### src/rtl/processor_pkg.sv
// processor_pkg: loader state encoding, start-of-image byte and default address width
package processor_pkg;
  localparam int DEF_ADDR_W = 16;
  localparam logic [7:0] MAGIC_BYTE = 8'hA5;
  typedef enum logic [3:0] {
    IDLE, LEN_HI, LEN_LO, DATA_HI, DATA_LO, WRITE, CHECK, DONE, ERROR
  } state_t;
endpackage

### src/rtl/program_loader_if.sv
// program_loader_if: byte-stream input and program-memory write port of the loader
interface program_loader_if
  import processor_pkg::*;
#(
  parameter int ADDR_W = DEF_ADDR_W,
  parameter int DATA_W = 16
);
  logic rx_valid;
  logic rx_ready;
  logic [7:0] rx_data;
  logic mem_wr_en;
  logic mem_wr_ready;
  logic [ADDR_W-1:0] mem_wr_addr;
  logic [DATA_W-1:0] mem_wr_data;
  modport master (
    input rx_valid, rx_data, mem_wr_ready,
    output rx_ready, mem_wr_en, mem_wr_addr, mem_wr_data
  );
  modport slave (
    output rx_valid, rx_data, mem_wr_ready,
    input rx_ready, mem_wr_en, mem_wr_addr, mem_wr_data
  );
endinterface

### src/rtl/loader_checksum.sv
// loader_checksum: 8-bit running sum with synchronous clear and add enable
module loader_checksum (
  input  logic       clk,
  input  logic       rst,
  input  logic       clr,
  input  logic       add_en,
  input  logic [7:0] data,
  output logic [7:0] sum
);
  always_ff @(posedge clk)
    if (rst || clr) sum <= '0;
    else if (add_en) sum <= sum + data;
endmodule

### src/rtl/program_loader.sv
// program_loader: writes a framed byte-stream image into program memory and holds the cpu in reset until it checks out
module program_loader
  import processor_pkg::*;
#(
  parameter int ADDR_W = DEF_ADDR_W,
  parameter int DATA_W = 16,
  parameter int MAX_WORDS = 65535,
  parameter logic [7:0] MAGIC = MAGIC_BYTE
) (
  input  logic CLK,
  input  logic reset,
  program_loader_if.master bus,
  output logic cpu_reset,
  output logic load_done,
  output logic load_error
);
  state_t state, next;
  logic [7:0] len_hi, hi, sum;
  logic [15:0] len, count, len_w;
  logic rx_fire;
  assign bus.rx_ready = state != WRITE;
  assign rx_fire = bus.rx_valid && bus.rx_ready;
  assign len_w = {len_hi, bus.rx_data};
  always_ff @(posedge CLK)
    if (reset) state <= IDLE;
    else state <= next;
  always_comb begin
    next = state;
    if (state == WRITE) begin
      if (bus.mem_wr_ready) next = (count + 16'd1 == len) ? CHECK : DATA_HI;
    end else if (rx_fire) begin
      case (state)
        IDLE, DONE, ERROR: next = (bus.rx_data == MAGIC) ? LEN_HI : state;
        LEN_HI:  next = LEN_LO;
        LEN_LO:  next = (32'(len_w) > MAX_WORDS) ? ERROR : (len_w == 16'd0) ? CHECK : DATA_HI;
        DATA_HI: next = DATA_LO;
        DATA_LO: next = WRITE;
        CHECK:   next = (bus.rx_data == sum) ? DONE : ERROR;
        default: next = IDLE;
      endcase
    end
  end
  // Status flags follow the next state so they move exactly on transitions.
  always_ff @(posedge CLK)
    if (reset) begin
      cpu_reset <= 1'b1;
      load_done <= 1'b0;
      load_error <= 1'b0;
      bus.mem_wr_en <= 1'b0;
      bus.mem_wr_addr <= '0;
      bus.mem_wr_data <= '0;
      len_hi <= '0;
      hi <= '0;
      len <= '0;
      count <= '0;
    end else begin
      cpu_reset <= next != DONE;
      load_done <= next == DONE;
      load_error <= next == ERROR;
      if (rx_fire && state == LEN_HI) len_hi <= bus.rx_data;
      if (rx_fire && state == LEN_LO) begin
        len <= len_w;
        count <= '0;
      end
      if (rx_fire && state == DATA_HI) hi <= bus.rx_data;
      if (rx_fire && state == DATA_LO) begin
        bus.mem_wr_en <= 1'b1;
        bus.mem_wr_addr <= ADDR_W'(count);
        bus.mem_wr_data <= DATA_W'({hi, bus.rx_data});
      end
      if (state == WRITE && bus.mem_wr_ready) begin
        bus.mem_wr_en <= 1'b0;
        count <= count + 16'd1;
      end
    end
  // Cleared on the length byte so a zero-length image checks against a fresh sum.
  loader_checksum u_chk (
    .clk(CLK),
    .rst(reset),
    .clr(rx_fire && state == LEN_LO),
    .add_en(rx_fire && (state == DATA_HI || state == DATA_LO)),
    .data(bus.rx_data),
    .sum(sum)
  );
endmodule

### src/flat_wrapper.sv
// flat-port wrapper written by rule: the top's interface ports become plain ports
module program_loader_flat import processor_pkg::*;
#(
  parameter int ADDR_W = DEF_ADDR_W,
  parameter int DATA_W = 16,
  parameter int MAX_WORDS = 65535,
  parameter logic [7:0] MAGIC = MAGIC_BYTE
)
  (CLK, reset, cpu_reset, load_done, load_error, bus_rx_valid, bus_rx_data, bus_mem_wr_ready, bus_rx_ready, bus_mem_wr_en, bus_mem_wr_addr, bus_mem_wr_data);
  program_loader_if #(.ADDR_W(ADDR_W), .DATA_W(DATA_W)) bus_i ();
  input  logic CLK;
  input  logic reset;
  output logic cpu_reset;
  output logic load_done;
  output logic load_error;
  input wire logic [$bits(bus_i.rx_valid)-1:0] bus_rx_valid;
  input wire logic [$bits(bus_i.rx_data)-1:0] bus_rx_data;
  input wire logic [$bits(bus_i.mem_wr_ready)-1:0] bus_mem_wr_ready;
  output wire logic [$bits(bus_i.rx_ready)-1:0] bus_rx_ready;
  output wire logic [$bits(bus_i.mem_wr_en)-1:0] bus_mem_wr_en;
  output wire logic [$bits(bus_i.mem_wr_addr)-1:0] bus_mem_wr_addr;
  output wire logic [$bits(bus_i.mem_wr_data)-1:0] bus_mem_wr_data;
  assign bus_i.rx_valid = bus_rx_valid;
  assign bus_i.rx_data = bus_rx_data;
  assign bus_i.mem_wr_ready = bus_mem_wr_ready;
  assign bus_rx_ready = bus_i.rx_ready;
  assign bus_mem_wr_en = bus_i.mem_wr_en;
  assign bus_mem_wr_addr = bus_i.mem_wr_addr;
  assign bus_mem_wr_data = bus_i.mem_wr_data;
  program_loader #(.ADDR_W(ADDR_W), .DATA_W(DATA_W), .MAX_WORDS(MAX_WORDS), .MAGIC(MAGIC)) u_core (.CLK(CLK), .reset(reset), .bus(bus_i), .cpu_reset(cpu_reset), .load_done(load_done), .load_error(load_error));
endmodule
### config.mk
export PLATFORM = sky130hd
export DESIGN_NAME = program_loader_flat
export DESIGN_NICKNAME = d
export VERILOG_FILES = /design/src/rtl/processor_pkg.sv /design/src/rtl/program_loader_if.sv /design/src/rtl/loader_checksum.sv /design/src/rtl/program_loader.sv /design/src/flat_wrapper.sv
export SDC_FILE = /design/constraint.sdc
export NUM_CORES = 1
export LEC_CHECK = 0
export ABC_AREA = 1
export CAP_MARGIN = 0
export CORE_ASPECT_RATIO = 0.6
export CORE_UTILIZATION = 57
export CTS_BUF_LIST = sky130_fd_sc_hd__clkbuf_8 sky130_fd_sc_hd__clkbuf_16
export CTS_CLUSTER_SIZE = 14
export DETAILED_ROUTE_END_ITERATION = 8
export DONT_BUFFER_PORTS = 1
export PLACE_DENSITY = 0.75
export SYNTH_ARGS = -nofsm -noshare
export SYNTH_HDL_FRONTEND = slang
export SYNTH_SLANG_ARGS = --single-unit
### constraint.sdc
create_clock -name CLK -period 1.97 [get_ports CLK]
set_clock_uncertainty 0.15 [all_clocks]
set_input_delay 0.197 -clock CLK [delete_from_list [all_inputs] [get_ports CLK]]
set_output_delay 0.197 -clock CLK [all_outputs]
set_load 0.03 [all_outputs]
==> run metrics <==
failing checks=negative setup slack; TritonCTS Sinks=96; layout net count=approximately 730; clock slew at reported path FFs=approximately 70 ps; largest net degree at the start of global routing=50; post-synthesis mux area share=0%; Leak=roughly 2.4 nW; Buffers on Ports=0; syn_area_per_cell=approximately 7 µm²; final std cells w/o fill=821; core area=~0.0075 mm²; status=complete, but fails checks; worst vdd ir=0.5694 mV; number of buffers created by CTS=9; vias=approximately 4700; Synth Area in Adders=approximately 2.6%; share of layout cells above drive strength 1=23.01%; main combinational cell family by area after synthesis=simple AND/OR/NAND/NOR gates; net count after synthesis=a little under 700; Avg WL per Cell=roughly 17 µm; starting DRC count in detailed routing=around 580; initial antenna violation count=0; Inst Count DP=780; top-area cell type share of the netlist area=between 40% and 50%; clk buf depth=2; Cell Area, Placed=just under 0.005 mm²; Crit Path Max Fanout=6; kind of critical path=reg -> reg; reg2reg setup slack=-60 ps; Period minus WS final=just over 2000 ps; crit-path most repeated cell=nand2_2; Critical Path Start Type=register; Hold Crit Endpoint=u_core.len_hi[7]; Critical Path Sink Type=register; FF-to-FF End=u_core.load_error; Seq/Total Area, Yosys=a little over two fifths; diode count=0; worst hold path cell count=2; Root Driver=clkbuf_16; Max stage delay cell, worst path=dfxtp_2; DP Wirelength=approximately 9000 µm; Yosys top cell by area=dfxtp_1; drc violations=0; Worst Path Arrival=about 2200 ps; Die H=approximately 72 µm; htree depth=3; Worst Path Required=around 2100 ps; Hold Crit Start=bus_rx_valid; Cells after Synth=659; grt ovf=0; Initial Util=between 60% and 70%; max_cap viols=0; worst path cell trace=buf_6, nand2_4, nor2_4, nand2_2, nor2_2, nand2_2, nand2_2, nand2_2, nand2_2, nand2_2, nor2_4, nand3_2, nand2_4, nand2_1, nor2_1; Worst path max stage delay=approximately 370 ps; max_slew headroom=~70%; Max Freq=491.4 MHz; Post-synth EDFFs=0; GRT Overall Usage=approximately 33%; Post-Synth XOR/XNOR Area=under 10%; worst-skew pair later-pin latency=340 ps; Least-Margin Pin Slew=approximately 480 ps; Synth async-reset ratio=0%; CTS tree=built; Synth Register Bits=between 90 and 100; CP top delay family=simple AND/OR/NAND/NOR gates; Post-synth top flop=dfxtp_1; vias in the first global route=4393; Pre-antenna DRT Iters=5; Site Rows=24; first-pass GRT wire length=between 20000 and 25000 µm; Final Cycle Share=103.3%; worst reg2reg path startpoint=u_core.count[0]; synthesized area=approximately 0.0046 mm²; post-synthesis compound-gate area fraction=16.63%; chip width=~120 µm; Final Instance Area=0.005761 mm²; distinct cell type count after synthesis=31; final core occ=roughly three quarters; worst path bufs/invs=1; Die ar.=0.008451 mm²; antenna viol nets, final=0; Ports=between 40 and 50; Synth Area in Simple Gates=29.08%; Finish-stage setup viols=5; synth cell count leaders=nand2_1, dfxtp_1, nor2_1, o21ai_0, a21oi_1; Post-Route WL=about 14000 µm; Hold Fails Final Rpt=0; final max-slew violation count=0; RSZ-0062 raised after global routing=yes; top post-synthesis cells by area=dfxtp_1, nand2_1, o21ai_0; count leader, synth=nand2_1; Via-to-Cell Ratio=5.719; setup ws final=-64.96 ps; area growth from synthesis to layout=25.14%; Synth Warn #=0; worst hold path class=in -> reg; worst r2r path cells=15; Final Wtd Congestion=about 0.86; Cell Pwr Density=approximately 650 mW/mm²
cell type report:
type	instances	area [µm²]
Clock buffer	9	225.2
Clock inverter	7	55.05
Tap cell	104	130.1
Sequential cell	96	1942
Inverter	67	256.5
Multi-Input combinational cell	472	2590
Fill cell	556	1777
Timing Repair Buffer	66	561.8
power breakdown:
part	switching, W	internal (W)
clock	0.000794	0.000869
sequential	0.000000648	0.00194
combinational	0.0000931	0.0000584
per-stage QoR:
stage	setup TNS (ps)	setup slack, ps	hold slack, ps	power (W)
after floorplan	0	50.04	181.9	0.002053
after global placement	-220.1	-115.4	119.5	0.002072
after detailed placement	-567.4	-163.3	121.8	0.002074
final	-220.8	-64.96	4.002	0.003752
after global routing	-892.5	-146.0	39.79	0.003849
after CTS	-30.64	-15.58	-247.5	0.003739
cells in the final DEF (no fill, tap or decap), types with 5 or more instances in the layout:
cell             n
o21ai_0         67
dlygate4sd3_1   10
nand2_2         25
nand3_1         47
nor2_2          12
inv_2            7
nand3_2          7
clkbuf_16        9
nand4_1         11
xor2_1           5
nor2_1          70
inv_1           59
buf_4           50
nand2_1        105
o21ai_1          6
a21oi_1         71
dfxtp_2         10
dfxtp_1         84
nor2_4          10
state kept, by name, summed over array words and instances, names as in the netlist:
name / cells
u_core.bus.mem_wr_addr: 16
u_core.bus.mem_wr_data: 16
u_core.count: 16
u_core.len: 16
u_core.hi: 8
u_core.len_hi: 8
u_core.u_chk.sum: 8
u_core.state: 4
u_core.bus.mem_wr_en: 1
u_core.cpu_reset: 1
u_core.load_done: 1
u_core.load_error: 1
timing repair:
action                     4_1_cts  5_1_grt
setup endpoints to repair        6       34
hold endpoints to repair        51       25
hold buffers                    10        2
resized for setup               35       61
pin swaps                       13       25
setup buffers                    7        6
worst max-delay path by stage:
stage                        start  depth (start not counted)                 to  slack, ps
3_3_place_gp   u_core.u_chk.sum[2]                         12   u_core.cpu_reset       -120
5_1_grt            u_core.count[0]                         14   u_core.load_done       -150
3_5_place_dp   u_core.u_chk.sum[2]                         12   u_core.cpu_reset       -160
4_1_cts            u_core.count[1]                         14  u_core.load_error        -20
6_report           u_core.count[0]                         15  u_core.load_error        -60
2_1_floorplan      u_core.state[3]                         13   u_core.cpu_reset         50
layer usage:
metal	global-route usage, %	vias to the layer above	share of wire (%)	wire (µm)
li1	-	2265	-	-
met1	46.98	2153	44	6020
met2	48.69	264	43	5866
met3	8.439	13	12	1598
met4	9.687	0	0.80	109
met5	0	-	0	0
worst register-to-register path, stage by stage, from the launching register on:
cell     delay (ps)
dfxtp_2         370
buf_6           140
nand2_4          50
nor2_4          210
nand2_2         110
nor2_2          120
nand2_2          80
nand2_2          70
nand2_2          60
nand2_2          60
nand2_2          60
nor2_4          130
nand3_2         100
nand2_4          90
nand2_1          60
nor2_1          110
cells by family (layout without fill, tap and decap cells):
logic type               after synthesis  in the layout
XOR/XNOR                              10             10
adder cells (fa/ha/maj)                9              9
AND/OR/NAND/NOR                      302            302
AO/OA/AOI/OAI                        151            151
buffers and inverters                 91            149
flip-flops                            96             96
Note: power is estimated with default switching activity, not from simulation.
